--- config.mk ---
export PLATFORM = sky130hd
export DESIGN_NAME = mem_port_arbiter
export DESIGN_NICKNAME = d
export VERILOG_FILES = /design/src/rtl/cpu_pkg.sv /design/src/rtl/arb_timeout_ctr.sv /design/src/rtl/mem_port_arbiter.sv
export SDC_FILE = /design/constraint.sdc
export NUM_CORES = 1
export LEC_CHECK = 0
export CAP_MARGIN = 20
export CORE_MARGIN = 8
export CORE_UTILIZATION = 29
export DETAILED_ROUTE_END_ITERATION = 7
export PLACE_DENSITY_LB_ADDON = 0.05
export SLEW_MARGIN = 20
export SYNTH_ARGS = -nofsm -noshare
export SYNTH_HDL_FRONTEND = slang
export SYNTH_SLANG_ARGS = --single-unit
--- constraint.sdc ---
create_clock -name clk -period 1.7 [get_ports clk]
set_clock_uncertainty 0.1 [all_clocks]
set_input_delay 0.425 -clock clk [delete_from_list [all_inputs] [get_ports clk]]
set_output_delay 0.425 -clock clk [all_outputs]
set_load 0.05 [all_outputs]
--- src/rtl/cpu_pkg.sv ---
// Shared types and constants for the memory-port arbiter: FSM states, grant IDs, and default widths.
package cpu_pkg;

  localparam int unsigned DEF_AW = 32;
  localparam int unsigned DEF_DW = 32;

  typedef enum logic [1:0] {
    ST_IDLE,
    ST_BUSY_I,
    ST_BUSY_D,
    ST_DONE
  } arb_state_e;

  localparam logic GRANT_I = 1'b0;
  localparam logic GRANT_D = 1'b1;

  localparam logic [3:0] BE_WORD = 4'b1111;

endpackage

--- src/rtl/arb_timeout_ctr.sv ---
// Bus-transaction watchdog: counts cycles while enabled and flags the cycle in which
// the count reaches TIMEOUT_CYC.
module arb_timeout_ctr #(
  parameter int unsigned CW          = 8,
  parameter int unsigned TIMEOUT_CYC = 255
) (
  input  logic clk,
  input  logic rst_n,
  input  logic clr,
  input  logic en,
  output logic tc
);

  logic [CW-1:0] cnt_q;
  logic [CW-1:0] cnt_d;

  always_comb begin
    cnt_d = cnt_q;
    if (clr) begin
      cnt_d = '0;
    end else if (en) begin
      cnt_d = cnt_q + 1'b1;
    end
  end

  // tc is asserted in the BUSY cycle whose increment would make the count reach TIMEOUT_CYC.
  assign tc = en && (cnt_q == CW'(TIMEOUT_CYC - 1));

  always_ff @(posedge clk or negedge rst_n) begin
    if (!rst_n) begin
      cnt_q <= '0;
    end else begin
      cnt_q <= cnt_d;
    end
  end

endmodule

--- src/rtl/mem_port_arbiter.sv ---
// Arbitrates the single external memory bus between instruction fetch (IF) and data
// memory (MA). Contention is resolved by alternation, and the arbiter flags timed-out
// transactions.
module mem_port_arbiter
  import cpu_pkg::*;
#(
  parameter int unsigned AW          = DEF_AW,
  parameter int unsigned DW          = DEF_DW,
  parameter int unsigned TIMEOUT_CYC = 255,
  parameter int unsigned CW          = 8
) (
  input  logic          clk,
  input  logic          rst_n,
  input  logic          im_req,
  input  logic [AW-1:0] im_addr,
  output logic [DW-1:0] im_rdata,
  output logic          im_ack,
  input  logic          dm_req,
  input  logic          dm_we,
  input  logic [3:0]    dm_be,
  input  logic [AW-1:0] dm_addr,
  input  logic [DW-1:0] dm_wdata,
  output logic [DW-1:0] dm_rdata,
  output logic          dm_ack,
  output logic          bus_req,
  output logic          bus_we,
  output logic [3:0]    bus_be,
  output logic [AW-1:0] bus_addr,
  output logic [DW-1:0] bus_wdata,
  input  logic [DW-1:0] bus_rdata,
  input  logic          bus_ack,
  output logic          bus_err
);

  arb_state_e    state_q, state_d;
  logic          last_grant_q, last_grant_d;
  logic          bus_req_q, bus_req_d;
  logic          bus_we_q, bus_we_d;
  logic [3:0]    bus_be_q, bus_be_d;
  logic [AW-1:0] bus_addr_q, bus_addr_d;
  logic [DW-1:0] bus_wdata_q, bus_wdata_d;
  logic [DW-1:0] im_rdata_q, im_rdata_d;
  logic [DW-1:0] dm_rdata_q, dm_rdata_d;
  logic          im_ack_q, im_ack_d;
  logic          dm_ack_q, dm_ack_d;
  logic          bus_err_q, bus_err_d;

  logic busy;
  logic timeout;

  assign busy = (state_q == ST_BUSY_I) || (state_q == ST_BUSY_D);

  arb_timeout_ctr #(
    .CW          (CW),
    .TIMEOUT_CYC (TIMEOUT_CYC)
  ) u_timeout_ctr (
    .clk   (clk),
    .rst_n (rst_n),
    .clr   (state_q == ST_IDLE),
    .en    (busy),
    .tc    (timeout)
  );

  always_comb begin
    state_d      = state_q;
    last_grant_d = last_grant_q;
    bus_req_d    = bus_req_q;
    bus_we_d     = bus_we_q;
    bus_be_d     = bus_be_q;
    bus_addr_d   = bus_addr_q;
    bus_wdata_d  = bus_wdata_q;
    im_rdata_d   = im_rdata_q;
    dm_rdata_d   = dm_rdata_q;
    im_ack_d     = 1'b0;
    dm_ack_d     = 1'b0;
    bus_err_d    = 1'b0;

    unique case (state_q)
      ST_IDLE: begin
        // D wins if I is idle, or if I was the last requester served.
        if (dm_req && (!im_req || last_grant_q == GRANT_I)) begin
          state_d      = ST_BUSY_D;
          last_grant_d = GRANT_D;
          bus_req_d    = 1'b1;
          bus_we_d     = dm_we;
          bus_be_d     = dm_be;
          bus_addr_d   = dm_addr;
          bus_wdata_d  = dm_wdata;
        end else if (im_req) begin
          state_d      = ST_BUSY_I;
          last_grant_d = GRANT_I;
          bus_req_d    = 1'b1;
          bus_we_d     = 1'b0;
          bus_be_d     = BE_WORD;
          bus_addr_d   = im_addr;
          bus_wdata_d  = '0;
        end
      end
      ST_BUSY_I, ST_BUSY_D: begin
        if (bus_ack || timeout) begin
          state_d   = ST_DONE;
          bus_req_d = 1'b0;
          bus_err_d = !bus_ack;
          if (state_q == ST_BUSY_I) begin
            im_ack_d   = 1'b1;
            im_rdata_d = bus_ack ? bus_rdata : '0;
          end else begin
            dm_ack_d   = 1'b1;
            dm_rdata_d = (bus_ack && !bus_we_q) ? bus_rdata : '0;
          end
        end
      end
      ST_DONE: begin
        state_d = ST_IDLE;
      end
      default: begin
        state_d = ST_IDLE;
      end
    endcase
  end

  always_ff @(posedge clk or negedge rst_n) begin
    if (!rst_n) begin
      state_q      <= ST_IDLE;
      last_grant_q <= GRANT_I;
      bus_req_q    <= 1'b0;
      bus_we_q     <= 1'b0;
      bus_be_q     <= '0;
      bus_addr_q   <= '0;
      bus_wdata_q  <= '0;
      im_rdata_q   <= '0;
      dm_rdata_q   <= '0;
      im_ack_q     <= 1'b0;
      dm_ack_q     <= 1'b0;
      bus_err_q    <= 1'b0;
    end else begin
      state_q      <= state_d;
      last_grant_q <= last_grant_d;
      bus_req_q    <= bus_req_d;
      bus_we_q     <= bus_we_d;
      bus_be_q     <= bus_be_d;
      bus_addr_q   <= bus_addr_d;
      bus_wdata_q  <= bus_wdata_d;
      im_rdata_q   <= im_rdata_d;
      dm_rdata_q   <= dm_rdata_d;
      im_ack_q     <= im_ack_d;
      dm_ack_q     <= dm_ack_d;
      bus_err_q    <= bus_err_d;
    end
  end

  assign bus_req   = bus_req_q;
  assign bus_we    = bus_we_q;
  assign bus_be    = bus_be_q;
  assign bus_addr  = bus_addr_q;
  assign bus_wdata = bus_wdata_q;
  assign im_rdata  = im_rdata_q;
  assign dm_rdata  = dm_rdata_q;
  assign im_ack    = im_ack_q;
  assign dm_ack    = dm_ack_q;
  assign bus_err   = bus_err_q;

endmodule

Word level (Yosys, flattened, before mapping)
Cells that the tools add are included.
{ "totals": {"regBits": 148, "latch_bits": 0, "ramBits": 0, "romBits": 0, "in_bits": 138, "elab_cells": 70, "mem_count": 0} }
{ "classes": {"n_addsub": 1, "multipliers": 0, "div_mod_pow": 0, "n_lt_le_gt_ge": 0, "eq_ne": 6, "shifts": 0, "muxes": 29, "n_bitwise": 2, "reduce_logical": 19} }
{ "ops": {"columns": ["op", "count"], "rows": [
  ["32-bit two-way mux", 6],
  ["8-bit two-way mux", 2],
  ["1-bit two-way mux", 14],
  ["3-bit AND reduction", 3],
  ["8-bit by 1-bit adder with 8-bit output, second input constant", 1],
  ["8-bit equality test, second input constant", 1],
  ["4-bit two-way mux", 2],
  ["2-bit two-way mux", 3],
  ["2-bit case mux with 3 select lines", 1],
  ["2-bit nonzero test", 3],
  ["2-bit equality test, second input constant", 2],
  ["2-bit AND reduction", 2],
  ["1-bit logical AND", 3],
  ["1-bit logical NOT", 3],
  ["1-bit logical OR", 3],
  ["3-bit != test, second input constant", 1],
  ["2-bit by 1-bit equality test with 1-bit output, second input constant", 1],
  ["2-bit logical NOT", 1],
  ["2-bit != test, second input constant", 1],
  ["1-bit inverter", 2],
  ["1-bit case mux with 2 select lines", 1],
  ["2-bit OR reduction", 1]
]} }

Logic depth before layout (Yosys ltp)
{ "logic_depth": {"word_depth": 6, "depth_mapped": 8, "ltp_nobuf": 6} }

Cells and area by module
A second synthesis with hierarchy kept.
{ "hier_totals": {"cells_unflattened": 614, "area_unflattened_um2": 6058.3} }
{ "by_module_without_submodules": {"columns": ["module", "n_inst", "cells_each", "area_per_inst_um2", "seq_area_each_um2"], "rows": [
  ["mem_port_arbiter", 1, 573, 5646.7, 3503.4],
  ["arb_timeout_ctr", 1, 41, 411.6, 200.2]
]} }

Worst setup path before layout
OpenSTA, ideal clock, no wires.
{ "synth_path": {"path_type": "register to register", "startpoint": "reg state_q[0]", "endpoint": "reg dm_rdata_q[22], in the netlist dm_rdata[22]", "setup_ps": 121, "arrival_ps": 1578, "required_ps": 1479, "path_slack_ps": -99, "path_stages_with_launch": 9, "path_buffers": 2, "synth_period_minus_slack_ps": 1799, "path_cell_list": "dfrtp_1 -> inv_1 -> ha_1 -> nand4_1 -> o21ai_4 -> nand2b_2 -> buf_6 -> buf_8 -> a22o_1"} }
{ "synth_via": {"elab_chain_len": 5, "elab_cells_between_ends": 8} }
{ "synth_rtl": {"columns": ["item", "line_no", "rtl"], "rows": [
  ["start, declared", "mem_port_arbiter.sv:35", "arb_state_e state_q, state_d;"],
  ["start signal, assigned", "mem_port_arbiter.sv:137", "state_q <= state_d;"],
  ["2-bit by 1-bit equality test with 1-bit output or 2-bit equality test (tied branches)", "mem_port_arbiter.sv:51, mem_port_arbiter.sv:78, mem_port_arbiter.sv:104", null],
  ["1-bit logical OR", "mem_port_arbiter.sv:51", "assign busy = (state_q == ST_BUSY_I) || (state_q == ST_BUSY_D);"],
  ["1-bit logical AND", "arb_timeout_ctr.sv:27", "assign tc = en && (cnt_q == CW'(TIMEOUT_CYC - 1));"],
  ["1-bit logical OR", "mem_port_arbiter.sv:100", "if (bus_ack || timeout) begin"],
  ["3-bit AND reduction (no source line) *", null, null],
  ["end signal, assigned", "mem_port_arbiter.sv:145", "dm_rdata_q <= dm_rdata_d;"],
  ["end, declared", "mem_port_arbiter.sv:43", "logic [DW-1:0] dm_rdata_q, dm_rdata_d;"]
]} }
Mark *: on every way between the ends. The rest lies on a longest branch, timed or not.
A chain may end at the register's enable or synchronous reset.

Final worst setup path
{ "layout_path": {"startpoint": "reg state_q[1]", "endpoint": "reg im_rdata_q[12], in the netlist im_rdata[12]"} }
{ "layout_via": {"elab_chain_len": 5, "elab_cells_between_ends": 7} }
{ "layout_rtl": {"columns": ["item", "line_no", "rtl"], "rows": [
  ["2-bit by 1-bit equality test with 1-bit output or 2-bit equality test (tied branches)", "mem_port_arbiter.sv:51, mem_port_arbiter.sv:78, mem_port_arbiter.sv:104", null],
  ["1-bit logical OR", "mem_port_arbiter.sv:51", null],
  ["1-bit logical AND", "arb_timeout_ctr.sv:27", null],
  ["1-bit logical OR", "mem_port_arbiter.sv:100", null],
  ["3-bit AND reduction (no source line) *", null, null],
  ["end signal, assigned", "mem_port_arbiter.sv:144", "im_rdata_q <= im_rdata_d;"],
  ["end, declared", "mem_port_arbiter.sv:42", "logic [DW-1:0] im_rdata_q, im_rdata_d;"]
]} }
Marked as above.

==> results by group <==
Critical path
  – Critical path's largest stage delay: 370 ps
  – Reg2reg end: im_rdata[12]
  – Arrival @ worst endpoint: between 2000 and 2500 ps
  – R2R Setup Slk: -120 ps
  – CP max FO: 33
  – Crit path max-delay cell type: dfrtp_1
  – Kind of end point of the critical path: flop
  – CP delay by family, top: buffers and inverters
  – CP Launch Type: flop
  – CP bufs+invs: 4
  – Worst reg2reg path depth: 9
  – Kind of critical path: flop to flop
  – Worst path required time: 1910 ps
  – Worst r2r src: state_q[1]
  – Critical Path, Cell by Cell: inv_2 > ha_4 > buf_6 > nand2_4 > buf_4 > o21ai_4 > nand2_2 > buf_12 > a22o_1

Timing
  – Worst-margin pin slew: 399.6 ps
  – Setup tns final: -5841 ps
  – # setup viols final: 65
  – Slew Viols, Final: 0
  – Slew headroom: 73.36%
  – Final Cycle Share: 107.0%
  – Unrepaired setup endpoints after global routing: yes
  – Hold Slack: 376.0 ps
  – Min Tclk post-route: about 1800 ps
  – Max Fclk: 0.5498 GHz
  – Hold Fails Final Rpt: 0
  – Final worst slack: -118.7 ps

Floorplanning
  – Initial Util: between 20% and 30%
  – Die height: between 150 and 200 microns
  – I/O pin total: 275
  – Die Wd: 157.8 microns
  – Die area: 24890 sq um
  – Core Region: 19970 sq um
  – Std-Cell Rows: 52

Finish
  – Fin util: between 50% and 60%
  – Nets: 898
  – Fillers: 1624
  – Share of layout cells above drive strength 1: 30.99%
  – Post-layout instance area: 11390 sq um
  – Syn-to-layout area delta: 95.47%
  – Layout Cells excl Fill: 1039

Yosys
  – Cell count after synthesis: 449
  – Top-area cell type share of the netlist area: 63.53%
  – Synth cell count leaders: dfrtp_1 (148), a22o_1 (97), nand2_1 (41)
  – Most frequent cell after synthesis: dfrtp_1
  – Register area share after synthesis: between 60% and 70%
  – Count of flip-flops with a built-in enable after synthesis: 0
  – Top post-synthesis cells by area: dfrtp_1 (64%), a22o_1 (15%), mux2i_1 (5.5%), o21ai_0 (3.3%), nand2_1 (2.6%)
  – Synth Cell Area: 5829 sq um
  – Syn_nets: 592
  – Predominant post-synthesis flop cell: dfrtp_1
  – Average size of a mapped cell: 12.98 sq um
  – Yosys warning total: 0
  – Async S/R FF share, synth: 100.0%
  – Unique masters post-synth: 38
  – Yosys reg bits: between 100 and 150
  – Cell taking the most area after synthesis: dfrtp_1

Clocking
  – Worst-Skew Late Latency: 420 ps
  – CTS tree: yes
  – H-tree Lvls: 4
  – Clk buf depth: 2
  – Clock sink count: 148
  – CTS Buf Count: 17
  – CTS root buffer: clkbuf_16
  – Clock transition at path regs: about 70 ps

Power and ir drop
  – Pwr Density: 2338 nW/um^2
  – VDD IR max: 1.386 mV
  – Lkg Pwr: 5.085 nW

Route
  – Initial drt markers: 209
  – Total wire length: 21080 microns
  – Vias: 4913
  – DRC errors left: 0
  – DR WL/cell: 20.29 microns
  – DR pass1 iterations: 4
  – Via/cell ratio: 4.729
  – Final ANT Viol Nets: 0

Run status
  – Failing checks: setup timing
  – Status: finished with violations

Global routing
  – Largest net degree at the start of global routing: 52
  – Total grt overflow: 0
  – Tot GR Track Use: between 10% and 20%
  – First-pass GRT wire length: around 32000 microns
  – Initial antenna violation count: 2
  – Vias in the first global route: 5407

Place
  – Port buffer count: between 200 and 300
  – Placed inst area: 10540 sq um
  – Post-DP HPWL: 15390 microns
  – Placer Congestion: 0.7625
  – Placed Instances: 993

Job
  – Maxcap violations: 0

Min path
  – Worst min path class: input pin to async pin
[layer usage]
| layer | GRT usage, % | part of all wire, % | up-vias | wire (microns) |
|---|---|---|---|---|
| met1 | 20.33 | 40 | 2449 | 8496 |
| met2 | 28.62 | 50 | 162 | 10510 |
| li1 | - | - | 2272 | - |
| met3 | 5.897 | 7.6 | 28 | 1606 |
| met4 | 6.482 | 2.2 | 2 | 463 |
| met5 | 0 | 0.043 | - | 9 |
[worst max path at each step]
stage / startpoint / end / slack (ps) / cells after the start
after floorplan: state_q[0] / dm_rdata[22] / -60 / 8
after global placement: im_req / bus_addr[13] / -270 / 5
after detailed placement: im_req / bus_addr[13] / -330 / 5
after CTS: state_q[1] / dm_rdata[2] / -100 / 10
after global routing: state_q[1] / im_rdata[13] / -200 / 7
final: state_q[1] / im_rdata[12] / -120 / 9
[stage by stage]
stage | setup WS (ps) | power (mW)
finish | -118.7 | 26.64
global route | -198.0 | 27.81
CTS | -96.44 | 27.01
detailed placement | -331.7 | 22.18
global placement | -270.1 | 22.00
floorplan | -56.10 | 13.69
[report_power, final]
| part | internal, mW | switching [mW] | total (mW) | leakage (nW) |
|---|---|---|---|---|
| Clock | 2.36 | 1.63 | 3.99 | 0.296 |
| Sequential | 5.04 | 1.58 | 6.63 | 1.87 |
| Combinational | 7.95 | 8.08 | 16.0 | 2.92 |
[layout make-up]
| type | count | area [sq um] | share of cell area (%) |
|---|---|---|---|
| clock inverter | 15 | 192.7 | 1.691 |
| timing repair buffer | 322 | 4695 | 41.20 |
| tap | 270 | 337.8 | 2.965 |
| sequential | 148 | 3705 | 32.51 |
| clock buffer | 17 | 425.4 | 3.733 |
| inverter | 7 | 28.78 | 0.2526 |
| multi-input combinational | 259 | 2008 | 17.62 |
| antenna | 1 | 2.502 | 0.02196 |
[sequential cells by signal, summed over array words and instances, names as in the netlist]
name	count
dm_ack	1
state_q	2
bus_req	1
u_timeout_ctr.cnt_q	8
bus_wdata	32
last_grant_q	1
bus_be	4
bus_err	1
im_ack	1
dm_rdata	32
bus_we	1
im_rdata	32
bus_addr	32
[timing repair]
item | CTS | global route
buffers inserted | 12 | 0
hold buffers | 1 | 0
hold endpoints to repair | 31 | 0
gates resized for setup | 21 | 9
pin swaps | 12 | 7
endpoints found under the setup margin | 68 | 68
cloned | 3 | 0
[cell families after synthesis]
family          after synthesis  share of synthesized area [%]
compound gates              153                          20.13
xor+xnor                      1                         0.1503
fa+ha+maj                     5                          1.073
buf+inv                      42                          3.885
flops                       148                          63.53
mux                          34                          5.881
simple gates                 66                          5.345
[layout by cell type (no fill, tap or decap), types with 4 or more instances in the layout]
cell,n
nand2_1,40
buf_4,22
inv_6,6
dfrtp_1,147
mux2i_1,32
a22o_1,97
clkbuf_16,17
a21oi_1,5
o21ai_0,38
o22a_1,4
clkdlybuf4s50_1,136
buf_6,12
buf_12,151
nor2_1,5
(Power assumes the default switching activity.)
